## config.mk

```make
export PLATFORM = sky130hd
export DESIGN_NAME = decode_stage
export DESIGN_NICKNAME = d
export VERILOG_FILES = /design/src/rtl/decode_stage_pkg.sv /design/src/rtl/decode_stage_insn_decode_comb.sv /design/src/rtl/decode_stage.sv
export SDC_FILE = /design/constraint.sdc
export NUM_CORES = 1
export LEC_CHECK = 0
export ABC_AREA = 1
export BUFFER_PORTS_ARGS = -buffer_cell sky130_fd_sc_hd__buf_4
export CAP_MARGIN = 10
export CORE_ASPECT_RATIO = 0.9
export CORE_UTILIZATION = 40
export DETAILED_ROUTE_END_ITERATION = 10
export GPL_TIMING_DRIVEN = 0
export PLACE_DENSITY = 0.67
export SLEW_MARGIN = 30
export SYNTH_ARGS = -nofsm -noshare
export SYNTH_HDL_FRONTEND = slang
export SYNTH_SLANG_ARGS = --single-unit
```

## constraint.sdc

```tcl
create_clock -name clk -period 2.1 [get_ports clk]
set_clock_uncertainty 0.15 [all_clocks]
set_input_delay 0.42 -clock clk [delete_from_list [all_inputs] [get_ports clk]]
set_output_delay 0.42 -clock clk [all_outputs]
set_load 0.03 [all_outputs]
```

## src/rtl/decode_stage_pkg.sv

```systemverilog
// rtl/decode_stage_pkg.sv - shared field positions, opcodes, functs and ALU codes for the decode stage
package decode_stage_pkg;

  localparam int OP_LSB    = 26;
  localparam int OP_W      = 6;
  localparam int RS_LSB    = 21;
  localparam int RT_LSB    = 16;
  localparam int RD_LSB    = 11;
  localparam int SHAMT_LSB = 6;
  localparam int SHAMT_W   = 5;
  localparam int FUNCT_LSB = 0;
  localparam int FUNCT_W   = 6;
  localparam int IMM_LSB   = 0;
  localparam int IMM_W     = 16;

  localparam logic [OP_W-1:0] OP_RTYPE = 6'h00;
  localparam logic [OP_W-1:0] OP_BEQ   = 6'h04;
  localparam logic [OP_W-1:0] OP_BNE   = 6'h05;
  localparam logic [OP_W-1:0] OP_ADDI  = 6'h08;
  localparam logic [OP_W-1:0] OP_ANDI  = 6'h0C;
  localparam logic [OP_W-1:0] OP_ORI   = 6'h0D;
  localparam logic [OP_W-1:0] OP_LW    = 6'h23;
  localparam logic [OP_W-1:0] OP_SW    = 6'h2B;

  localparam logic [FUNCT_W-1:0] FN_ADD = 6'h20;
  localparam logic [FUNCT_W-1:0] FN_SUB = 6'h22;
  localparam logic [FUNCT_W-1:0] FN_AND = 6'h24;
  localparam logic [FUNCT_W-1:0] FN_OR  = 6'h25;
  localparam logic [FUNCT_W-1:0] FN_SLT = 6'h2A;

  typedef enum logic [2:0] {
    ALU_ADD = 3'd0,
    ALU_SUB = 3'd1,
    ALU_AND = 3'd2,
    ALU_OR  = 3'd3,
    ALU_SLT = 3'd4
  } alu_code_e;

  typedef struct packed {
    logic alu_src;
    logic mem_to_reg;
    logic reg_write;
    logic mem_read;
    logic mem_write;
    logic branch;
    logic branch_ne;
  } ctrl_t;

endpackage

```

## src/rtl/decode_stage_insn_decode_comb.sv

```systemverilog
// rtl/decode_stage_insn_decode_comb.sv - pure combinational instruction decode (fields, control, ALU code, immediate)
module decode_stage_insn_decode_comb
  import decode_stage_pkg::*;
#(
  parameter int INSN_WIDTH    = 32,
  parameter int DATA_WIDTH    = 32,
  parameter int REG_NUM_WIDTH = 5
) (
  input  logic [INSN_WIDTH-1:0]    insn,
  output logic [OP_W-1:0]          op,
  output logic [REG_NUM_WIDTH-1:0] rs,
  output logic [REG_NUM_WIDTH-1:0] rt,
  output logic [REG_NUM_WIDTH-1:0] dst,
  output logic [SHAMT_W-1:0]       shamt,
  output logic [DATA_WIDTH-1:0]    imm,
  output alu_code_e                alu_code,
  output ctrl_t                    ctrl,
  output logic                     illegal,
  output logic                     uses_rt
);

  logic [FUNCT_W-1:0]       funct;
  logic [IMM_W-1:0]         imm16;
  logic [REG_NUM_WIDTH-1:0] rd;
  logic                     reg_dst;
  logic                     zero_ext;

  assign op    = insn[OP_LSB +: OP_W];
  assign rs    = insn[RS_LSB +: REG_NUM_WIDTH];
  assign rt    = insn[RT_LSB +: REG_NUM_WIDTH];
  assign rd    = insn[RD_LSB +: REG_NUM_WIDTH];
  assign shamt = insn[SHAMT_LSB +: SHAMT_W];
  assign funct = insn[FUNCT_LSB +: FUNCT_W];
  assign imm16 = insn[IMM_LSB +: IMM_W];

  assign dst = reg_dst ? rd : rt;
  assign imm = zero_ext ? {{(DATA_WIDTH-IMM_W){1'b0}}, imm16}
                        : {{(DATA_WIDTH-IMM_W){imm16[IMM_W-1]}}, imm16};

  always_comb begin
    ctrl     = '0;
    alu_code = ALU_ADD;
    illegal  = 1'b0;
    reg_dst  = 1'b0;
    zero_ext = 1'b0;
    uses_rt  = 1'b0;
    unique case (op)
      OP_RTYPE: begin
        uses_rt        = 1'b1;
        reg_dst        = 1'b1;
        ctrl.reg_write = 1'b1;
        case (funct)
          FN_ADD:  alu_code = ALU_ADD;
          FN_SUB:  alu_code = ALU_SUB;
          FN_AND:  alu_code = ALU_AND;
          FN_OR:   alu_code = ALU_OR;
          FN_SLT:  alu_code = ALU_SLT;
          default: begin
            illegal        = 1'b1;
            reg_dst        = 1'b0;
            ctrl.reg_write = 1'b0;
          end
        endcase
      end
      OP_LW: begin
        ctrl.alu_src    = 1'b1;
        ctrl.mem_to_reg = 1'b1;
        ctrl.reg_write  = 1'b1;
        ctrl.mem_read   = 1'b1;
      end
      OP_SW: begin
        uses_rt        = 1'b1;
        ctrl.alu_src   = 1'b1;
        ctrl.mem_write = 1'b1;
      end
      OP_BEQ: begin
        uses_rt     = 1'b1;
        ctrl.branch = 1'b1;
        alu_code    = ALU_SUB;
      end
      OP_BNE: begin
        uses_rt        = 1'b1;
        ctrl.branch_ne = 1'b1;
        alu_code       = ALU_SUB;
      end
      OP_ADDI: begin
        ctrl.alu_src   = 1'b1;
        ctrl.reg_write = 1'b1;
      end
      OP_ANDI: begin
        ctrl.alu_src   = 1'b1;
        ctrl.reg_write = 1'b1;
        alu_code       = ALU_AND;
        zero_ext       = 1'b1;
      end
      OP_ORI: begin
        ctrl.alu_src   = 1'b1;
        ctrl.reg_write = 1'b1;
        alu_code       = ALU_OR;
        zero_ext       = 1'b1;
      end
      default: illegal = 1'b1;
    endcase
  end

endmodule

```

## src/rtl/decode_stage.sv

```systemverilog
// rtl/decode_stage.sv - registered ID stage: decode, load-use interlock, branch flush, stall handshake
module decode_stage
  import decode_stage_pkg::*;
#(
  parameter int INSN_WIDTH    = 32,
  parameter int PC_WIDTH      = 32,
  parameter int DATA_WIDTH    = 32,
  parameter int REG_NUM_WIDTH = 5,
  parameter int CNT_WIDTH     = 16
) (
  input  logic                     clk,
  input  logic                     rst,
  input  logic                     if_valid,
  input  logic [INSN_WIDTH-1:0]    if_insn,
  input  logic [PC_WIDTH-1:0]      if_pc,
  output logic                     id_ready,
  input  logic                     ex_ready,
  input  logic                     ex_flush,
  output logic                     out_valid,
  output logic [PC_WIDTH-1:0]      out_pc,
  output logic [5:0]               out_op,
  output logic [REG_NUM_WIDTH-1:0] out_rs,
  output logic [REG_NUM_WIDTH-1:0] out_rt,
  output logic [REG_NUM_WIDTH-1:0] out_dst,
  output logic [4:0]               out_shamt,
  output logic [DATA_WIDTH-1:0]    out_imm,
  output alu_code_e                out_alu_code,
  output logic                     out_alu_src,
  output logic                     out_mem_to_reg,
  output logic                     out_reg_write,
  output logic                     out_mem_read,
  output logic                     out_mem_write,
  output logic                     out_branch,
  output logic                     out_branch_ne,
  output logic                     out_illegal,
  output logic [CNT_WIDTH-1:0]     stall_count
);

  logic [OP_W-1:0]          dec_op;
  logic [REG_NUM_WIDTH-1:0] dec_rs, dec_rt, dec_dst;
  logic [SHAMT_W-1:0]       dec_shamt;
  logic [DATA_WIDTH-1:0]    dec_imm;
  alu_code_e                dec_alu_code;
  ctrl_t                    dec_ctrl;
  logic                     dec_illegal, dec_uses_rt;

  decode_stage_insn_decode_comb #(
    .INSN_WIDTH   (INSN_WIDTH),
    .DATA_WIDTH   (DATA_WIDTH),
    .REG_NUM_WIDTH(REG_NUM_WIDTH)
  ) u_insn_decode_comb (
    .insn    (if_insn),
    .op      (dec_op),
    .rs      (dec_rs),
    .rt      (dec_rt),
    .dst     (dec_dst),
    .shamt   (dec_shamt),
    .imm     (dec_imm),
    .alu_code(dec_alu_code),
    .ctrl    (dec_ctrl),
    .illegal (dec_illegal),
    .uses_rt (dec_uses_rt)
  );

  logic                     valid_q, valid_d;
  logic [PC_WIDTH-1:0]      pc_q, pc_d;
  logic [OP_W-1:0]          op_q, op_d;
  logic [REG_NUM_WIDTH-1:0] rs_q, rs_d, rt_q, rt_d, dst_q, dst_d;
  logic [SHAMT_W-1:0]       shamt_q, shamt_d;
  logic [DATA_WIDTH-1:0]    imm_q, imm_d;
  alu_code_e                alu_code_q, alu_code_d;
  ctrl_t                    ctrl_q, ctrl_d;
  logic                     illegal_q, illegal_d;
  logic [CNT_WIDTH-1:0]     stall_count_q, stall_count_d;
  logic                     hazard;

  // A load still in ID/EX whose result the incoming instruction reads.
  assign hazard = valid_q & ctrl_q.mem_read & (dst_q != '0) & if_valid &
                  ((dec_rs == dst_q) | (dec_uses_rt & (dec_rt == dst_q)));

  assign id_ready = ex_ready & ~hazard & ~ex_flush;

  always_comb begin
    valid_d       = valid_q;
    pc_d          = pc_q;
    op_d          = op_q;
    rs_d          = rs_q;
    rt_d          = rt_q;
    dst_d         = dst_q;
    shamt_d       = shamt_q;
    imm_d         = imm_q;
    alu_code_d    = alu_code_q;
    ctrl_d        = ctrl_q;
    illegal_d     = illegal_q;
    stall_count_d = stall_count_q;
    if (ex_flush) begin
      valid_d   = 1'b0;
      ctrl_d    = '0;
      illegal_d = 1'b0;
    end else if (!ex_ready) begin
      valid_d = valid_q;
    end else if (hazard) begin
      valid_d   = 1'b0;
      ctrl_d    = '0;
      illegal_d = 1'b0;
      if (stall_count_q != {CNT_WIDTH{1'b1}}) begin
        stall_count_d = stall_count_q + CNT_WIDTH'(1);
      end
    end else begin
      valid_d    = if_valid;
      pc_d       = if_pc;
      op_d       = dec_op;
      rs_d       = dec_rs;
      rt_d       = dec_rt;
      dst_d      = dec_dst;
      shamt_d    = dec_shamt;
      imm_d      = dec_imm;
      alu_code_d = dec_alu_code;
      // Empty slots must never carry live control into EX.
      ctrl_d     = if_valid ? dec_ctrl : '0;
      illegal_d  = if_valid & dec_illegal;
    end
  end

  always_ff @(posedge clk or negedge rst) begin
    if (!rst) begin
      valid_q       <= 1'b0;
      pc_q          <= '0;
      op_q          <= '0;
      rs_q          <= '0;
      rt_q          <= '0;
      dst_q         <= '0;
      shamt_q       <= '0;
      imm_q         <= '0;
      alu_code_q    <= ALU_ADD;
      ctrl_q        <= '0;
      illegal_q     <= 1'b0;
      stall_count_q <= '0;
    end else begin
      valid_q       <= valid_d;
      pc_q          <= pc_d;
      op_q          <= op_d;
      rs_q          <= rs_d;
      rt_q          <= rt_d;
      dst_q         <= dst_d;
      shamt_q       <= shamt_d;
      imm_q         <= imm_d;
      alu_code_q    <= alu_code_d;
      ctrl_q        <= ctrl_d;
      illegal_q     <= illegal_d;
      stall_count_q <= stall_count_d;
    end
  end

  assign out_valid      = valid_q;
  assign out_pc         = pc_q;
  assign out_op         = op_q;
  assign out_rs         = rs_q;
  assign out_rt         = rt_q;
  assign out_dst        = dst_q;
  assign out_shamt      = shamt_q;
  assign out_imm        = imm_q;
  assign out_alu_code   = alu_code_q;
  assign out_alu_src    = ctrl_q.alu_src;
  assign out_mem_to_reg = ctrl_q.mem_to_reg;
  assign out_reg_write  = ctrl_q.reg_write;
  assign out_mem_read   = ctrl_q.mem_read;
  assign out_mem_write  = ctrl_q.mem_write;
  assign out_branch     = ctrl_q.branch;
  assign out_branch_ne  = ctrl_q.branch_ne;
  assign out_illegal    = illegal_q;
  assign stall_count    = stall_count_q;

endmodule

```

==> summary.txt <==
Synthesis
  • Synth Flop Type: dfrtp_1
  • Post-synthesis register bit count: 97
  • Ys async rst share: 100%
  • Synth top area share: 49.6%
  • Synthesized cell area: 0.00489 sq mm
  • Netlist cell types: 28
  • Syn Inst Count: 612
  • EDFF count, synth: 0
  • Synth area leaders: dfrtp_1 50%, nand2_1 19%, nand3_1 9.3%
  • Average size of a mapped cell: 8.00 sq um
  • Synth warn: 0
  • Register area share after synthesis: 49.6%
  • Dominant cell type by area after synthesis: dfrtp_1
  • Mapped Nets: 682

Cells and area
  • Post-Layout Inst Area: 0.00699 sq mm
  • Ant diodes: 0
  • Max reg flops: 32
  • Share of cells above drive strength 1: 33.9%
  • Non-filler cells, final: 984
  • Reg area: 0.00243 sq mm
  • Area grow syn2layout: 42.7%
  • Filler cell count: 1087
  • Final net count: 893
  • Area occupied by multi-input gates: 0.00200 sq mm

Power and ir drop
  • Clock power share: 34.5%
  • Sequential share of power: 39.7%
  • Power Density: 782 mW/mm^2
  • Combinational Power Share: 25.8%
  • Max VDD drop: 0.000484 V
  • Leakage power: 3.92 nW
  • Tot Pwr: 5.47 mW
  • Total internal power: 3.78 mW
  • Switching power of the nets: 1.69 mW
  • Switching part of the total: 30.9%

Critical path
  • CP Launch Type: flop
  • Crit Path Max Fanout: 5
  • Crit path DAT: 1770 ps
  • Worst endpoint required time: 1530 ps
  • Crit path kind: reg -> out
  • CP Capture Type: output port

Global route
  • Gr usage total: 22.9%
  • Grt met1 use: 30.9%
  • First-pass GRT wire length: 22.7 mm
  • Vias in the first global route: 4439
  • Grt ovf: 0
  • Initial antenna violation count: 0
  • Grt peak-use layer: met2
  • Met3 GRT Util: 5.48%
  • Maximum number of pins on one net before global-route repair: 98
  • GRT met2 Usage: 37.4%

Floorplan
  • Chip width: 119 um
  • Row count: 37
  • Starting Density: 42.0%
  • Die H: 107 um
  • Core area: 0.0117 sq mm
  • Die footprint: 0.0127 sq mm
  • Top-level port count: 188

Run
  • Max-capacitance violation count: 0

Routing
  • Final ANT Viol Nets: 0
  • Router iterations before antenna repair: 6
  • WL/cell: 14.4 um
  • Total wire length: 14.1 mm
  • DR vias/cell: 4.84
  • DRT iter0 DRCs: 304
  • Drt drc: 0
  • Vias: 4760

STA
  • Final setup margin: -241 ps
  • Clock period minus worst slack: 2340 ps
  • RSZ-0062 raised after global routing: true
  • Final setup vio count: 2
  • Final Hold Vio Count: 15
  • Hold WS: -15.2 ps
  • Worst slew margin relative to its limit: 48.3%
  • Achievable Freq: 427 MHz
  • Final period utilization: 111%
  • Slew Limit Fails: 0
  • Setup TNS: -243 ps
  • Worst-margin pin slew: 776 ps

Min path
  • Tightest Hold Check Type: in -> async

Placement
  • Dpl cell area: 0.00648 sq mm
  • Post-DP HPWL: 10.4 mm
  • Place WS: -458 ps
  • Placer Congestion: 0.885
  • Port Buf Inserts: 185
  • Placed Cells: 953

Clock tree
  • Sink Count: 97
  • Clk_lat worst skew: 350 ps
  • Clock root buffer master: clkbuf_16
  • CTS clk-pin slew, worst paths: 70 ps
  • Max H-tree Level: 3
  • CTS tree: done
  • Number of buffers created by CTS: 9
  • Buffer depth of the longest clock path: 2

Status
  • Failing checks: hold timing, setup timing
  • Status: complete, but fails checks
placed cells by master, fill, tap and decap left out, types with 2 or more instances in the layout:
cell type  instances
nor4_1             6
nand2_2            4
nor2_1            23
dfrtp_1           92
buf_6              9
xnor2_1            7
nor3_2             2
nand4_1           15
nor3_1             2
clkinv_2           2
nor2_2             5
buf_2              7
clkbuf_1          10
inv_1             31
nand2_1          248
dfrtp_2            5
inv_2              3
o21ai_0            2
bufinv_16          3
xor2_1            14
buf_4            222
nand3_1           91
a21oi_1            2
clkbuf_16          9
nand3_2            2
cell type report:
cell class | instances | share of cell area (%)
well taps | 156 | 2.79
repair buffers | 202 | 22.0
plain buffers | 49 | 5.02
clock inverters | 7 | 1.68
clock buffers | 9 | 3.22
multi-input cells | 430 | 28.6
flip-flops and latches | 97 | 34.8
inverters | 34 | 1.83
critical path: stages (launching register included):
cell and delay, ps:
dfrtp_2 440, or2_0 200, a21oi_1 130, nand4_1 120, nand2_2 120, nand2_2 60, nand2_2 80, buf_8 120
inv_2 30, buf_6 120
cell usage after synthesis, types with 6 or more instances:
cell type / n
nand2_1: 250
xor2_1: 14
dfrtp_1: 97
xnor2_1: 7
nand3_1: 91
inv_1: 32
nand4_1: 15
nor2_1: 24
clkbuf_1: 10
buf_4: 22
nor4_1: 6
buf_6: 10
buf_2: 8
worst paths after layout:
| check | slack [ps] | to | from | cells past startpoint |
|---|---|---|---|---|
| setup / recovery | -240 | id_ready | out_dst[1]$_DFFE_PN0P_ | 9 |
| hold / removal | -20 | out_branch_ne$_DFFE_PN0P_ | rst | 1 |
| setup reg to reg | 0 | out_imm[30]$_DFFE_PN0P_ | out_dst[1]$_DFFE_PN0P_ | 12 |
| hold reg to reg | 320 | out_pc[23]$_DFFE_PN0P_ | out_pc[23]$_DFFE_PN0P_ | 2 |
| max in group asynchronous | 1210 | out_dst[3]$_DFFE_PN0P_ | rst | 1 |
| min in group clk | 150 | out_pc[4]$_DFFE_PN0P_ | if_pc[4] | 3 |
per-layer routing:
metal	vias to the layer above	wire, um
li1	2338	-
met4	0	138
met5	-	0
met3	8	1080
met1	2252	6200
met2	162	6700
power by group through the flow:
stage | combinational, mW | clock (mW) | sequential [mW]
6_report | 1.41 | 1.88 | 2.17
5_1_grt | 1.51 | 2.00 | 2.19
3_3_place_gp | 1.37 | 0 | 2.19
3_5_place_dp | 1.39 | 0 | 2.20
2_1_floorplan | 0.447 | 0 | 2.54
4_1_cts | 1.41 | 1.93 | 2.17
cell families after synthesis:
family          after synthesis  share of synthesized area (%)
simple gates                404                           36.0
flops                        97                           49.6
buf+inv                      85                           10.0
xor+xnor                     21                           3.76
compound gates                4                          0.409
fa+ha+maj                     1                          0.256
repair_timing:
| action | in CTS | in global routing |
|---|---|---|
| endpoints found under the setup margin | 11 | 70 |
| pin swaps | 3 | 4 |
| gates cloned | 0 | 1 |
| gates resized for setup | 9 | 10 |
| endpoints found under the hold margin | 0 | 0 |
| setup buffers | 7 | 10 |
| hold buffers | 0 | 0 |
metrics by stage:
stage / utilization (%) / hold slack [ps]
2_1_floorplan: - / -25.6
3_3_place_gp: 55.5 / 304
5_1_grt: 59.9 / 72.4
6_report: 59.9 / -15.2
3_5_place_dp: 55.6 / 310
4_1_cts: 59.1 / 54.7
Power figures use the tool's default switching activity.
